## src/rtl/hex.sv

```systemverilog
// hex: shows a 16-bit value as four hex digits on a TM1637 LED driver.
// Runs the write-data, address/data and display-control frames over the two-wire bus.
module hex #(
  parameter int         CLK_DIV    = 100,
  parameter logic [2:0] BRIGHTNESS = 3'd7
) (
  input  logic        clk,
  input  logic        rst,
  input  logic        data_latch,
  input  logic [15:0] data_in,
  output logic        busy,
  output logic        scl_en,
  output logic        scl_out,
  output logic        sda_en,
  output logic        sda_out,
  input  logic        sda_in
);
  localparam int DW = CLK_DIV > 1 ? $clog2(CLK_DIV) : 1;
  localparam logic [127:0] SEG = {8'h71, 8'h79, 8'h5E, 8'h39, 8'h7C, 8'h77, 8'h6F, 8'h7F,
                                  8'h07, 8'h7D, 8'h6D, 8'h66, 8'h4F, 8'h5B, 8'h06, 8'h3F};
  typedef enum logic [2:0] {IDLE, START, BIT, ACK, STOP} state_t;
  state_t        state_q, state_d;
  logic [DW-1:0] div_q, div_d;
  logic [1:0]    q_q, q_d;
  logic [2:0]    bit_q, bit_d;
  logic [2:0]    byte_q, byte_d;
  logic [15:0]   data_q, data_d;
  logic          ack_unused_q, ack_d;
  logic          tick, frame_end;
  logic [3:0]    nib;
  logic [7:0]    byte_v;
  always_ff @(posedge clk or negedge rst) begin
    if (!rst) begin
      state_q      <= IDLE;
      div_q        <= '0;
      q_q          <= '0;
      bit_q        <= '0;
      byte_q       <= '0;
      data_q       <= '0;
      ack_unused_q <= 1'b0;
    end else begin
      state_q      <= state_d;
      div_q        <= div_d;
      q_q          <= q_d;
      bit_q        <= bit_d;
      byte_q       <= byte_d;
      data_q       <= data_d;
      ack_unused_q <= ack_d;
    end
  end
  // byte 0: write-data cmd, 1: address 0, 2..5: digit segments, 6: display control
  always_comb begin
    tick      = div_q == DW'(CLK_DIV - 1);
    nib       = byte_q == 3'd2 ? data_q[15:12] : byte_q == 3'd3 ? data_q[11:8] :
                byte_q == 3'd4 ? data_q[7:4] : data_q[3:0];
    byte_v    = byte_q == 3'd0 ? 8'h40 : byte_q == 3'd1 ? 8'hC0 :
                byte_q == 3'd6 ? {5'b10001, BRIGHTNESS} : SEG[{nib, 3'b000} +: 8];
    frame_end = byte_q == 3'd0 || byte_q == 3'd5 || byte_q == 3'd6;
    state_d   = state_q;
    q_d       = q_q;
    bit_d     = bit_q;
    byte_d    = byte_q;
    data_d    = data_q;
    ack_d     = ack_unused_q;
    div_d     = (state_q == IDLE || tick) ? '0 : div_q + DW'(1);
    if (state_q == IDLE) begin
      if (data_latch) begin
        data_d  = data_in;
        state_d = START;
        q_d     = 2'd0;
        bit_d   = 3'd0;
        byte_d  = 3'd0;
      end
    end else if (tick) begin
      q_d = q_q + 2'd1;
      if (state_q == ACK && q_q == 2'd2) ack_d = sda_in;
      if (q_q == 2'd3) begin
        case (state_q)
          START: begin
            state_d = BIT;
            bit_d   = 3'd0;
          end
          BIT: begin
            state_d = bit_q == 3'd7 ? ACK : BIT;
            bit_d   = bit_q + 3'd1;
          end
          ACK: begin
            state_d = frame_end ? STOP : BIT;
            byte_d  = byte_q + 3'd1;
            bit_d   = 3'd0;
          end
          STOP:    state_d = byte_q == 3'd7 ? IDLE : START;
          default: state_d = IDLE;
        endcase
      end
    end
  end
  always_comb begin
    busy    = state_q != IDLE;
    scl_en  = 1'b1;
    sda_en  = state_q != ACK;
    scl_out = state_q == START ? q_q != 2'd3 :
              (state_q == BIT || state_q == ACK) ? q_q[1] :
              state_q == STOP ? q_q != 2'd0 : 1'b1;
    sda_out = state_q == START ? q_q == 2'd0 :
              state_q == BIT ? byte_v[bit_q] :
              state_q == STOP ? q_q == 2'd3 : 1'b1;
  end
endmodule

```

## config.mk

```make
export PLATFORM = sky130hd
export DESIGN_NAME = hex
export DESIGN_NICKNAME = d
export VERILOG_FILES = /design/src/rtl/hex.sv
export SDC_FILE = /design/constraint.sdc
export NUM_CORES = 1
export LEC_CHECK = 0
export BUFFER_PORTS_ARGS = -buffer_cell sky130_fd_sc_hd__buf_4
export CORE_MARGIN = 3
export CORE_UTILIZATION = 65
export CTS_BUF_LIST = sky130_fd_sc_hd__clkbuf_4
export DETAILED_ROUTE_END_ITERATION = 8
export GPL_TIMING_DRIVEN = 0
export PLACE_DENSITY = 0.92
export SLEW_MARGIN = 20
export SYNTH_ARGS = -nofsm -noshare
export SYNTH_HDL_FRONTEND = slang
export SYNTH_SLANG_ARGS = --single-unit
export TNS_END_PERCENT = 100
```

## constraint.sdc

```tcl
create_clock -name clk -period 5.57 [get_ports clk]
set_input_delay 0 -clock clk [delete_from_list [all_inputs] [get_ports clk]]
set_output_delay 0 -clock clk [all_outputs]
set_load 0.02 [all_outputs]
```

==> impl_metrics.toml <==
[setup_path]
arrival_ns = 3.71
critPathMaxStageDelay_ns = 0.53
path_buf_inv = 3
path_max_fanout = 8
reg2regPathDepth = 6
critPathRequiredTime_ns = 5.57
critical_path_class = "flop to output port"
crit_slowest_cell = "a2bb2oi_1"
cp_cell_sequence = "inv_1 > ha_1 > and3_1 > a211oi_1 > a2bb2oi_1 > inv_1 > ha_1 > nor2_1 > a21oi_1 > mux2i_1 > nor2_1 > nor3_1 > o21ai_2 > a41oi_2 > buf_4"
critPathCaptureType = "output port"
cp.depth = 15
critPathLaunchType = "flop"
critPathTopFamily = "compound AO/OA/AOI/OAI gates"

[run]
drv_cap = 0

[routing]
first_pass_iters = 4
routedWlPerCell_um = 16.9
vias = 1865
post_drt_via_cell_ratio = 5.90
first_iter_violations = 137
ant_nets = 0
routed_wl_um = 5330
drcViolationCount = 0

[timing]
max_slew.worst_pin.slew_ns = 0.578
finalSetupTns_ns = 0
setup_violations = 0
report.final.slew_viol_count = 0
timing.fmax_ghz = 0.269
fin_crit_sh_pct = 66.6
grt_setup_unrepaired = "false"
hold_viol = 0
min_period_ns = 3.71
slew_headroom_pct = 61.2
fin_skew_ns = 0.00842

[synth]
synthCells = 226
synth_top_area_cell = "dfrtp_1"
ys_warn_count = 0
syn_area_um2 = 2180
synth-main-ff-cell = "dfrtp_1"
synth_edf_count = 0
synth_fp_nets = 264
ys_top_cells_by_area = "dfrtp_1 (39%), ha_1 (10%), mux2_2 (8.3%), nor2_1 (4.1%), nand2_1 (3.6%)"
seq_area_frac_synth_pct = 39.0
synth_cell_types = 50
synth_seq_cells = 34
yosysMostFrequentCell = "dfrtp_1"
synth_common_cells = "dfrtp_1 (34), nor2_1 (24), nand2_1 (21)"
postSynth.asyncResetShare_pct = 100
syn-mean-instance-area_um2 = 9.66
synth_top_area_share_pct = 39.0

[clock_tree]
cts_tree = "done"
clkSinkCount = 34
htree_levels = 2
clkTransAtPathRegs_ns = 0.11
clk_path_buf_depth = 2
root_buffer = "clkbuf_4"
ctsResizeCount = 0
cts_buffers = 5
clk-insertion-delay-late_ns = 0.35

[global_routing]
grt_pass1_vias = 1899
grt_pass1_wl_um = 8860
grt_max_degree = 35
grt-ovfl-total = 0
track_usage_pct = 28.2
antenna_found_initial = 0

[cells_and_area]
final_util_pct = 84.5
drive_gt1_share_pct = 21.7
n_antenna_cell = 0
multi_input_area_um2 = 1220
nets = 310
fillers = 165
syn_to_final_growth_pct = 21.2
ff_latch_area_um2 = 851

[hold_path]
holdCritPathClass = "primary input to asynchronous set/reset pin"

[die]
die-area_um2 = 4090
rows = 20
start_util_pct = 69.8
coreArea_um2 = 3130
io_pins = 25
die_h_um = 63.9
die_w_um = 63.9

[place]
dp_hpwl_um = 3440
gp_congestion = 0.881
port_buffers = 22

[power_and_ir_drop]
vdd_ir_drop_max_v = 0.000188
leakagePower_uw = 0.00129
power_density_nw_per_um2 = 171

[run_status]
status = "finished, final reports clean"
## final timing paths
path | slack (ns) | to | from
setup / recovery | 1.86 | sda_out | byte_q[0]
hold / removal | 0.12 | data_q[13] | rst
setup reg to reg | 3.18 | data_q[0] | state_q[1]
hold reg to reg | 0.46 | div_q[0] | div_q[0]
max in group asynchronous | 5.13 | bit_q[2] | rst
min in group clk | 0.19 | state_q[2] | data_latch
## cells in the final DEF (no fill, tap or decap), types with 2 or more instances in the layout
cell type      instances
xor2_1                 2
buf_6                  2
clkbuf_1               3
dfrtp_1               34
nand4_1                2
inv_1                 14
nand2_1               21
a211oi_1               5
ha_1                  18
o21ai_0                8
xnor2_1                3
and3_1                 6
o31ai_1                2
a21oi_1               10
buf_2                  4
buf_4                 23
nand3_1               10
or3_1                  2
nor3_1                 4
mux2_2                16
mux2i_1                4
a31oi_1                2
dlygate4sd3_1         17
nor2_1                24
clkbuf_4               5
a21o_1                 2
o21ai_1                2
## worst reg2reg max path, stage by stage (launching register included)
cell	delay (ns)
dfrtp_1	0.37
clkbuf_1	0.18
nor3_1	0.51
and2_1	0.24
buf_2	0.27
buf_2	0.32
mux2_2	0.39
## repair_timing
action                                  CTS  global route
endpoints found under the setup margin    0             0
buffers inserted                          0             0
hold buffers                             17             0
endpoints found under the hold margin    50             0
## state kept, by name, indices dropped and copies added (netlist names)
name	count
state_q	3
div_q	7
data_q	16
q_q	2
bit_q	3
byte_q	3
## power breakdown
| group | switching [uW] | internal (uW) |
|---|---|---|
| Sequential | 0 | 247 |
| Combinational | 9.29 | 16.2 |
| Clock | 88.8 | 90.7 |
## area by class of cell
cell class,instances,share of cell area (%)
multi-input combinational,168,46.0
tap,44,2.08
inverter,14,1.99
clock buffer,5,1.42
buffer,10,2.32
clock inverter,2,1.28
timing repair buffer,39,12.7
sequential,34,32.2
## kinds of logic after synthesis
kind of cell,synth area share (%)
AO/OA/AOI/OAI,16.9
XOR/XNOR,2.01
adder cells (fa/ha/maj),10.3
buffers and inverters,5.22
flip-flops,39.0
multiplexers,10.1
other,0.172
AND/OR/NAND/NOR,16.3
## metal layers
metal | global-route usage [%] | up-vias | part of all wire (%)
met5 | 0 | - | 0
met4 | 9.97 | 0 | 1.8
met3 | 6.15 | 11 | 4.8
met2 | 52.6 | 70 | 53
met1 | 30.9 | 897 | 40
li1 | - | 887 | -
## stage by stage
stage | setup slack [ns] | cells | total power, uW | area, um^2 | hold slack, ns
5_1_grt | 1.71 | 316 | 464 | 2640 | 0.150
3_5_place_dp | 2.35 | 292 | 267 | 2400 | -0.0293
2_1_floorplan | 2.88 | 226 | 253 | 2180 | -0.296
4_1_cts | 1.92 | 316 | 449 | 2640 | 0.142
6_report | 1.86 | 316 | 452 | 2640 | 0.119
3_3_place_gp | 2.47 | 292 | 267 | 2400 | -0.0328
(Power assumes the default switching activity.)
